File: src/rtl/hvac_thermostat_ctrl.sv
// Hysteresis thermostat that commands an HVAC unit with dwell limiting and an ack handshake.
// Define HVAC_ACK_CHECK_EN to check unit status acks (timeout, retry, FAULT); otherwise acks are assumed.
module hvac_thermostat_ctrl #(
    parameter int unsigned HYST        = 2,
    parameter int unsigned MIN_DWELL   = 16,
    parameter int unsigned ACK_TIMEOUT = 4,
    parameter int unsigned MAX_RETRY   = 3
) (
    input  logic       clk,
    input  logic       reset_n,
    input  logic       enable,
    input  logic [7:0] temp,
    input  logic [7:0] setpoint,
    input  logic       st_disp,
    input  logic       st_heat,
    input  logic       st_cool,
    input  logic       st_off,
    output logic       cmd_on,
    output logic       cmd_heat,
    output logic       cmd_cool,
    output logic       cmd_off,
    output logic [1:0] mode_o,
    output logic       busy,
    output logic       fault
);
    typedef enum logic [1:0] {ModeOff = 2'b00, ModeIdle = 2'b01, ModeHeat = 2'b10,
                              ModeCool = 2'b11} mode_e;
    typedef enum logic [1:0] {StEval, StIssue, StWaitAck, StFault} state_e;

    localparam int unsigned DwellW = (MIN_DWELL > 0) ? $clog2(MIN_DWELL + 1) : 1;
    localparam logic [8:0] Hyst9 = 9'(HYST);

    state_e            state_q, state_d;
    mode_e             mode_q, mode_d, tgt_q, tgt_d, target;
    logic [DwellW-1:0] dwell_q, dwell_d;
    logic [3:0]        cmd_q, cmd_d;  // {on, heat, cool, off}
    logic              busy_q;
    logic              ack_match;
    logic [8:0]        sp9, sum9, lo9, hi9;

    assign sp9  = {1'b0, setpoint};
    assign sum9 = sp9 + Hyst9;
    assign lo9  = (sp9 < Hyst9) ? 9'd0 : sp9 - Hyst9;
    assign hi9  = (sum9 > 9'd255) ? 9'd255 : sum9;

    always_comb begin
        target = mode_q;
        if (!enable)                                     target = ModeOff;
        else if ({1'b0, temp} < lo9)                     target = ModeHeat;
        else if ({1'b0, temp} > hi9)                     target = ModeCool;
        else if (mode_q == ModeHeat && temp >= setpoint) target = ModeIdle;
        else if (mode_q == ModeCool && temp <= setpoint) target = ModeIdle;
        else if (mode_q == ModeOff)                      target = ModeIdle;
    end

`ifdef HVAC_ACK_CHECK_EN
    localparam int unsigned WaitW  = (ACK_TIMEOUT > 1) ? $clog2(ACK_TIMEOUT) : 1;
    localparam int unsigned RetryW = (MAX_RETRY > 0) ? $clog2(MAX_RETRY + 1) : 1;

    logic [WaitW-1:0]  wait_q, wait_d;
    logic [RetryW-1:0] retry_q, retry_d;
    logic              fault_q;

    always_comb begin
        unique case (tgt_q)
            ModeOff:  ack_match = st_off;
            ModeIdle: ack_match = st_disp & ~st_heat & ~st_cool;
            ModeHeat: ack_match = st_heat;
            ModeCool: ack_match = st_cool;
        endcase
    end

    assign fault = fault_q;
`else
    logic unused_status;
    assign unused_status = ^{st_disp, st_heat, st_cool, st_off};
    assign ack_match     = 1'b1;
    assign fault         = 1'b0;
`endif

    always_comb begin
        state_d = state_q;
        mode_d  = mode_q;
        tgt_d   = tgt_q;
        dwell_d = (dwell_q != '0) ? dwell_q - DwellW'(1) : '0;
`ifdef HVAC_ACK_CHECK_EN
        wait_d  = wait_q;
        retry_d = retry_q;
`endif
        unique case (state_q)
            StEval: begin
                // Turning off must never be delayed by the dwell window
                if (target != mode_q && (dwell_q == '0 || target == ModeOff)) begin
                    state_d = StIssue;
                    tgt_d   = target;
                end
            end
            StIssue: begin
                state_d = StWaitAck;
`ifdef HVAC_ACK_CHECK_EN
                wait_d  = '0;
`endif
            end
            StWaitAck: begin
                if (ack_match) begin
                    mode_d  = tgt_q;
                    dwell_d = DwellW'(MIN_DWELL);
                    state_d = StEval;
`ifdef HVAC_ACK_CHECK_EN
                    retry_d = '0;
                end else if (wait_q == WaitW'(ACK_TIMEOUT - 1)) begin
                    if (retry_q == RetryW'(MAX_RETRY)) begin
                        state_d = StFault;
                    end else begin
                        retry_d = retry_q + RetryW'(1);
                        state_d = StIssue;
                    end
                end else begin
                    wait_d = wait_q + WaitW'(1);
`endif
                end
            end
            StFault: state_d = StFault;
        endcase
    end

    always_comb begin
        cmd_d = '0;
        if (state_d == StIssue) begin
            unique case (tgt_d)
                ModeOff:  cmd_d = 4'b0001;
                ModeIdle: cmd_d = 4'b1000;
                ModeHeat: cmd_d = 4'b1100;
                ModeCool: cmd_d = 4'b1010;
            endcase
        end
    end

    always_ff @(posedge clk) begin
        if (!reset_n) begin
            state_q <= StEval;
            mode_q  <= ModeOff;
            tgt_q   <= ModeOff;
            dwell_q <= '0;
            cmd_q   <= '0;
            busy_q  <= 1'b0;
`ifdef HVAC_ACK_CHECK_EN
            wait_q  <= '0;
            retry_q <= '0;
            fault_q <= 1'b0;
`endif
        end else begin
            state_q <= state_d;
            mode_q  <= mode_d;
            tgt_q   <= tgt_d;
            dwell_q <= dwell_d;
            cmd_q   <= cmd_d;
            busy_q  <= (state_d == StIssue) || (state_d == StWaitAck);
`ifdef HVAC_ACK_CHECK_EN
            wait_q  <= wait_d;
            retry_q <= retry_d;
            fault_q <= (state_d == StFault);
`endif
        end
    end

    assign {cmd_on, cmd_heat, cmd_cool, cmd_off} = cmd_q;
    assign mode_o = mode_q;
    assign busy   = busy_q;

endmodule

File: config.mk
export PLATFORM = sky130hd
export DESIGN_NAME = hvac_thermostat_ctrl
export DESIGN_NICKNAME = d
export VERILOG_FILES = /design/src/rtl/hvac_thermostat_ctrl.sv
export SDC_FILE = /design/constraint.sdc
export NUM_CORES = 1
export LEC_CHECK = 0
export ABC_AREA = 1
export CORE_ASPECT_RATIO = 0.9
export CORE_MARGIN = 2
export CORE_UTILIZATION = 53
export DETAILED_ROUTE_END_ITERATION = 8
export GPL_ROUTABILITY_DRIVEN = 0
export GPL_TIMING_DRIVEN = 0
export PLACE_DENSITY = 0.89
export SLEW_MARGIN = 0
export SYNTH_ARGS = -nofsm -noshare
export SYNTH_HDL_FRONTEND = slang
export SYNTH_SLANG_ARGS = --single-unit
export TNS_END_PERCENT = 50
File: constraint.sdc
create_clock -name clk -period 4 [get_ports clk]
set_clock_uncertainty 0.2 [all_clocks]
set_input_delay 0.8 -clock clk [delete_from_list [all_inputs] [get_ports clk]]
set_output_delay 0.8 -clock clk [all_outputs]
set_load 0.01 [all_outputs]
=== Word-level counts from Yosys, hierarchy flattened ===
Index checks and enable logic that the tools add are counted.

* Input bits: 23
* Bits in registers: 16
* Output and inout bits: 8
* Logic and storage cells: 57

* Mux-type cells: 15
* Bitwise operators: 2
* Reduce and logical (&&, ||, !) cells: 13
* $add $sub $neg: 3
* $lt $le $gt $ge: 6
* Eq/ne operators: 11

{| class="wikitable"
|+ Operators with widths
! cell !! number
|-
| $mux 2 || 9
|-
| $mux 9 || 2
|-
| $pmux 4 s4 || 1
|-
| $eq 2x2->1 const B || 7
|-
| $mux 5 || 2
|-
| $add 8x2->9 const B || 1
|-
| $gt 8x9->1 || 1
|-
| $gt 9x8->1 const B || 1
|-
| $lt 8x9->1 || 1
|-
| $sub 8x2->9 const B || 1
|-
| $ge 8x8->1 || 1
|-
| $le 8x8->1 || 1
|-
| $logic_not 2->1 || 4
|-
| $lt 8x2->1 const B || 1
|-
| $pmux 2 s4 || 1
|-
| $eq 2x1->1 const B || 3
|-
| $logic_not 5->1 || 1
|-
| $reduce_bool 5->1 || 1
|-
| $sub 5x1->5 const B || 1
|-
| $logic_and 1x1->1 || 3
|-
| $reduce_or 3->1 || 1
|-
| $logic_or 1x1->1 || 2
|-
| $ne 2x2->1 || 1
|-
| $not 1->1 || 2
|-
| $reduce_and 2->1 || 1
|}

=== Depth between registers and ports, before layout ===
* Depth in word-level cells: 14
* Mapped depth: 31
* Gate-level depth less buffers: 31

=== Least setup slack after synthesis ===
No wires, ideal clock.

* Path type: input port to flip-flop
* Start: input port setpoint[2]
* End: register cmd_q[1]
* Arrival time: 3.419 ns
* Data required time: 3.736 ns
* Buffers on the path: 0
* Setup slack: 0.317 ns
* Setup time: 0.064 ns
* Stages on the path: 30
* Path through: inv_1 > nor3_1 > nand2_1 > nor2_1 > inv_1 > nor2_1 > inv_1 > nand2_1 > nor2_1 > a21oi_2 > inv_1 > nor2_1 > ha_1 > nand2_1 > inv_1 > nand2_1 > nand2_1 > nand2_1 > nand3_1 > nand2_1 > nand3_1 > o21ai_2 > nand2_1 > nand3_2 > nand2_2 > nand2_1 > ha_1 > nand2_1 > nand3b_1 > nor2_1

* Cells in the longest elaborated chain, start to end: 14
* Elaborated cells between the ends (all ways): 32
* Classes of those cells: add/sub: 2; order compare: 6; eq/ne: 5; mux: 12; reduce/logical: 7

{| class="wikitable"
|+ Ends and longest elaborated chain
! element !! RTL line !! text
|-
| start, declared || 13 || <nowiki>input logic [7:0] setpoint,</nowiki>
|-
| $add 8x2->9 or $le 8x8->1 (tied branches) || 42, 52 ||
|-
| $gt 9x8->1 or $logic_and 1x1->1 (tied branches) || 44, 52 ||
|-
| $mux 9 or $mux 2 (tied branches) || 44, 52 ||
|-
| $gt 8x9->1 or $mux 2 (tied branches) || 50, 51 ||
|-
| $mux 2 || 50 || <nowiki>else if ({1'b0, temp} > hi9) target = ModeCool;</nowiki>
|-
| $mux 2 * || 49 || <nowiki>else if ({1'b0, temp} < lo9) target = ModeHeat;</nowiki>
|-
| $mux 2 * || 48 || <nowiki>if (!enable) target = ModeOff;</nowiki>
|-
| $logic_not 2->1 || 93 || <nowiki>if (target != mode_q && (dwell_q == '0 || target == ModeOff)) begin</nowiki>
|-
| $logic_or 1x1->1 || 93 ||
|-
| $logic_and 1x1->1 * || 93 ||
|-
| $mux 2 * || 93 ||
|-
| $pmux 2 s4 * || 90 || <nowiki>unique case (state_q)</nowiki>
|-
| net state_d[0] || 33 || <nowiki>state_e state_q, state_d;</nowiki>
|-
| $eq 2x1->1 * || 129 || <nowiki>if (state_d == StIssue) begin</nowiki>
|-
| $reduce_and 2->1 (no source line) * || -- ||
|-
| end signal, assigned || 157 || <nowiki>cmd_q <= cmd_d;</nowiki>
|-
| end, declared || 36 || <nowiki>logic [3:0] cmd_q, cmd_d;</nowiki>
|}

The timed path passes the listed nets; every way through them passes the cells marked *.
A chain may end at the register's enable or synchronous reset.

=== Worst setup path after layout ===
* Start: input port setpoint[1]
* End: register cmd_q[1]

The elaborated chain is that of the path after synthesis.

==> results.md <==
- After legalization and detailed placement, the total HPWL measured around 2.9 mm.
- The die is 57.8 um tall.
- The floorplan die area is 3680 um^2.
- The synthesized-area fraction occupied by xor and xnor cells is 0.0257.
- The area fraction in and, or, nand and nor cells after synthesis is 0.364.
- The type of the worst min-delay path is register to register.
- The initial cell density of the core is 0.555.
- The total I/O pin count is 31.
- Across the VDD grid, the largest voltage drop is slightly above 0.0003 V.
- The cell total after placement is roughly 330.
- The pin count of the biggest net entering global routing is 9.
- The number of max-cap violations is 0.
- The leading cell type by number of instances after synthesis is nand2_1.
- The share of total power dissipated in combinational logic is 0.577.
- The number of hold-slack violations in the final timing report came to 0.
- The slew at the pin closest to its max-slew limit is 0.653 ns.
- The beginning of the worst register-to-register path is dwell_q[0].
- The slowest cell on the critical path is ha_1.
- The share of the Yosys chip area taken by registers is 0.188.
- In this run, distinct cell masters in the synthesized netlist total 26.
- The average via count per standard cell is roughly 5.1.
- When the netlist entered floorplanning its net count stood at around 320.
- The adder and majority gate portion of the synthesized area is 0.213.
- Summing over every cut layer, the via total after detailed routing is between 1500 and 2000.
- The sum of routed wire length over all layers is approximately 3.9 mm.
- After synthesis, the share of flip-flops with an asynchronous set or reset is 0.
- The initial antenna violation count is 0.
- The count of nets after finishing is roughly 350.
- The final standard cell count with taps included and fillers excluded is 342.
- In the routed design, unresolved DRC markers number 0.
- The internal reg-to-reg setup slack is around 1.8 ns.
- By instance count, the cell type seen most on the critical path is nand2_1.
- Setup violations remaining at the end of the flow were counted as 0.
- The die extent in x is approximately 64 um.
- The number of buffers created by CTS is 3.
- The remaining antenna violation count after routing is 0.
- The area of the placeable core is 3070 um^2.
- The critical path is of the primary input to register type.
- The maximum clock insertion buffer count is 2.
- The arrival time reported for the critical path endpoint is a little under 4 ns.
- After the first detailed-routing iteration, the DRC count stood at 73.
- Synthesis handed over a netlist of 265 instances.
- The clock network fraction of total power is 0.116.
- Derived from the worst setup path, the maximum achievable clock frequency is 258 MHz.
- In the final layout, the share of cells above drive strength 1 is 0.200.
- The endpoint identified for the worst register-to-register timing path is cmd_q[1].
- Dividing the final minimum period by the clock period gives 0.970.
- After synthesis, the largest family of logic cells by area is simple AND/OR/NAND/NOR gates.
- The worst pin sits at a relative slew slack of 0.562.
- The first TritonRoute pass finished after 4 iterations.
- Synthesis inferred 16 register bits.
- The most area-hungry cell type in the Yosys netlist is ha_1.
- Counting flops with a built-in enable in the synthesized netlist gives 0.
- Subtracting the final worst setup slack from the clock period gives just under 4 ns.
- The net switching fraction of the power is 0.422.
- The via count of the first global-routing pass is between 1500 and 2000.
- By area the synthesized netlist is led by ha_1, dfxtp_1, nand2_1.
- Setup total negative slack on the finished layout was measured at 0 ns.
- The hold buffer count at CTS is 0.
- Internal power comes to 425 uW.
- Clock-pin slew was measured on the worst setup and hold paths at 0.10 ns.
- The floorplan has 19 rows.
- The worst-skew pair later-pin latency is about 0.29 ns.
- The analysis attributes to net switching a power of between 300 and 400 uW.
- Counting instances, the worst hold path has a depth of 1.
- The total number of clock tree sinks is 16.
- The run finished with clean final reports.
- The end point of the worst hold path is dwell_q[0].
- The clock root buffer master is clkbuf_4.
- In this run the number of H-tree levels came out at 1.
- The mux cell area share after synthesis is 0.
- Of the post-synthesis cell area, the dominant cell type holds 0.213.
- Of all nets on the critical path, the largest fanout is 7.
- The most used flip-flop cell after synthesis is dfxtp_1.
- The signed area change from the synthesized netlist to the final layout is 28.4%.
- In this run the mean area of a mapped cell was roughly 6.4 um^2.
- The number of input and output port buffers inserted is 25.
- The kind of start point of the critical path is a primary input.
- The compound-gate portion of the synthesized area was 0.0918.
- In this run the static leakage power is between 0.001 and 0.0015 uW.
- The number of warnings reported in the yosys synthesis log is 0.
- The first global-routing pass estimated ~6.3 mm of wire.
- The cell count of the worst reg-to-reg path is 10.
- For this run, the slowest stage of the critical path takes 0.24 ns.
- STA classifies the critical path endpoint as a register.
- The overall fraction of global-route tracks in use is 0.208.
- The count of pins over their slew limit is 0.
- The synthesized cell area is 1700 um^2.
- The critical path data required time is 4.03 ns.
- The ratio of total power to cell area is around 340 nW/um^2.
- TritonCTS built the clock tree.
- The repair_antennas step left the layout with diodes totalling 0.
- The wire length per cell after detailed routing is around 11 um.
- The total overflow reported by the global router is 0.
- By count the netlist is led by nand2_1, inv_1, nor2_1.
- The share of total power dissipated in sequential elements is 0.307.
- The worst hold path startpoint is dwell_q[0].
-- power by group through the flow --
stage	combinational [uW]	sequential, uW	clock, uW
2_1_floorplan	245	234	0
3_3_place_gp	345	227	0
3_5_place_dp	358	229	0
4_1_cts	361	225	86.4
5_1_grt	486	232	95.5
6_report	424	226	85.5
-- metrics by stage --
step | hold slack, ns | power (uW) | utilization | cell area, um^2 | setup slack [ns]
2_1_floorplan | 0.193 | 478 | - | 1700 | 0.317
3_3_place_gp | 0.202 | 573 | 0.654 | 2010 | -0.627
3_5_place_dp | 0.206 | 587 | 0.654 | 2010 | -0.738
4_1_cts | 0.219 | 673 | 0.667 | 2040 | 0.00389
5_1_grt | 0.232 | 813 | 0.713 | 2190 | -0.104
6_report | 0.218 | 736 | 0.713 | 2190 | 0.121
-- layer usage --
metal	GRT usage	vias to the layer above	share of wire	wire (um)
met5	0	-	0	0
met4	0.0124	0	0.0074	29
met3	0.0408	2	0.044	174
met2	0.356	43	0.48	1880
met1	0.287	766	0.47	1840
li1	-	918	-	-
-- flip-flops by register name, summed over array words and instances (netlist names) --
| name | count |
|---|---|
| tgt_q | 2 |
| dwell_q | 5 |
| state_q | 2 |
| busy | 1 |
| mode_o | 2 |
| cmd_q | 4 |
-- kinds of logic after synthesis --
kind of cell,count (synthesis)
flip-flops,16
AO/OA/AOI/OAI,26
AND/OR/NAND/NOR,137
other,1
adder cells (fa/ha/maj),29
XOR/XNOR,5
buffers and inverters,51
-- critical path, delay by kind of cell --
kind,cells,cell delay [ns]
XOR/XNOR,1,0.20
adder cells (fa/ha/maj),2,0.36
buffers and inverters,6,0.49
AND/OR/NAND/NOR,18,1.68
AO/OA/AOI/OAI,2,0.37
-- worst max path at each step --
stage	start	end	slack [ns]	depth (start not counted)
3_3_place_gp	setpoint[3]	cmd_q[2]	-0.63	31
4_1_cts	setpoint[2]	cmd_q[1]	0.004	28
3_5_place_dp	setpoint[3]	cmd_q[1]	-0.74	31
6_report	setpoint[1]	cmd_q[1]	0.12	29
2_1_floorplan	setpoint[2]	cmd_q[1]	0.32	30
5_1_grt	setpoint[1]	cmd_q[1]	-0.10	29
-- final cells by class --
type | instances | area (um^2)
Inverter | 50 | 198
Fill cell | 226 | 880
Sequential cell | 16 | 320
Timing Repair Buffer | 32 | 293
Clock buffer | 3 | 22.5
Buffer | 1 | 7.51
Multi-Input combinational cell | 198 | 1290
Tap cell | 42 | 52.6
-- cell usage in the layout, fill, tap and decap left out, types with 4 or more instances in the layout --
| master | n |
|---|---|
| a21oi_1 | 12 |
| buf_4 | 8 |
| clkdlybuf4s50_1 | 19 |
| dfxtp_1 | 16 |
| ha_1 | 26 |
| inv_1 | 41 |
| inv_2 | 6 |
| nand2_1 | 58 |
| nand2_2 | 8 |
| nand3_1 | 18 |
| nand3_2 | 7 |
| nor2_1 | 29 |
| nor2_2 | 7 |
| o21ai_0 | 5 |
| xor2_1 | 4 |
-- what timing repair did --
item                       CTS  global route
gates resized for setup     11            42
setup endpoints to repair    7             7
setup buffers                1             6
pin swaps                    2            15
No activity file was read; power rests on OpenSTA's default activity.
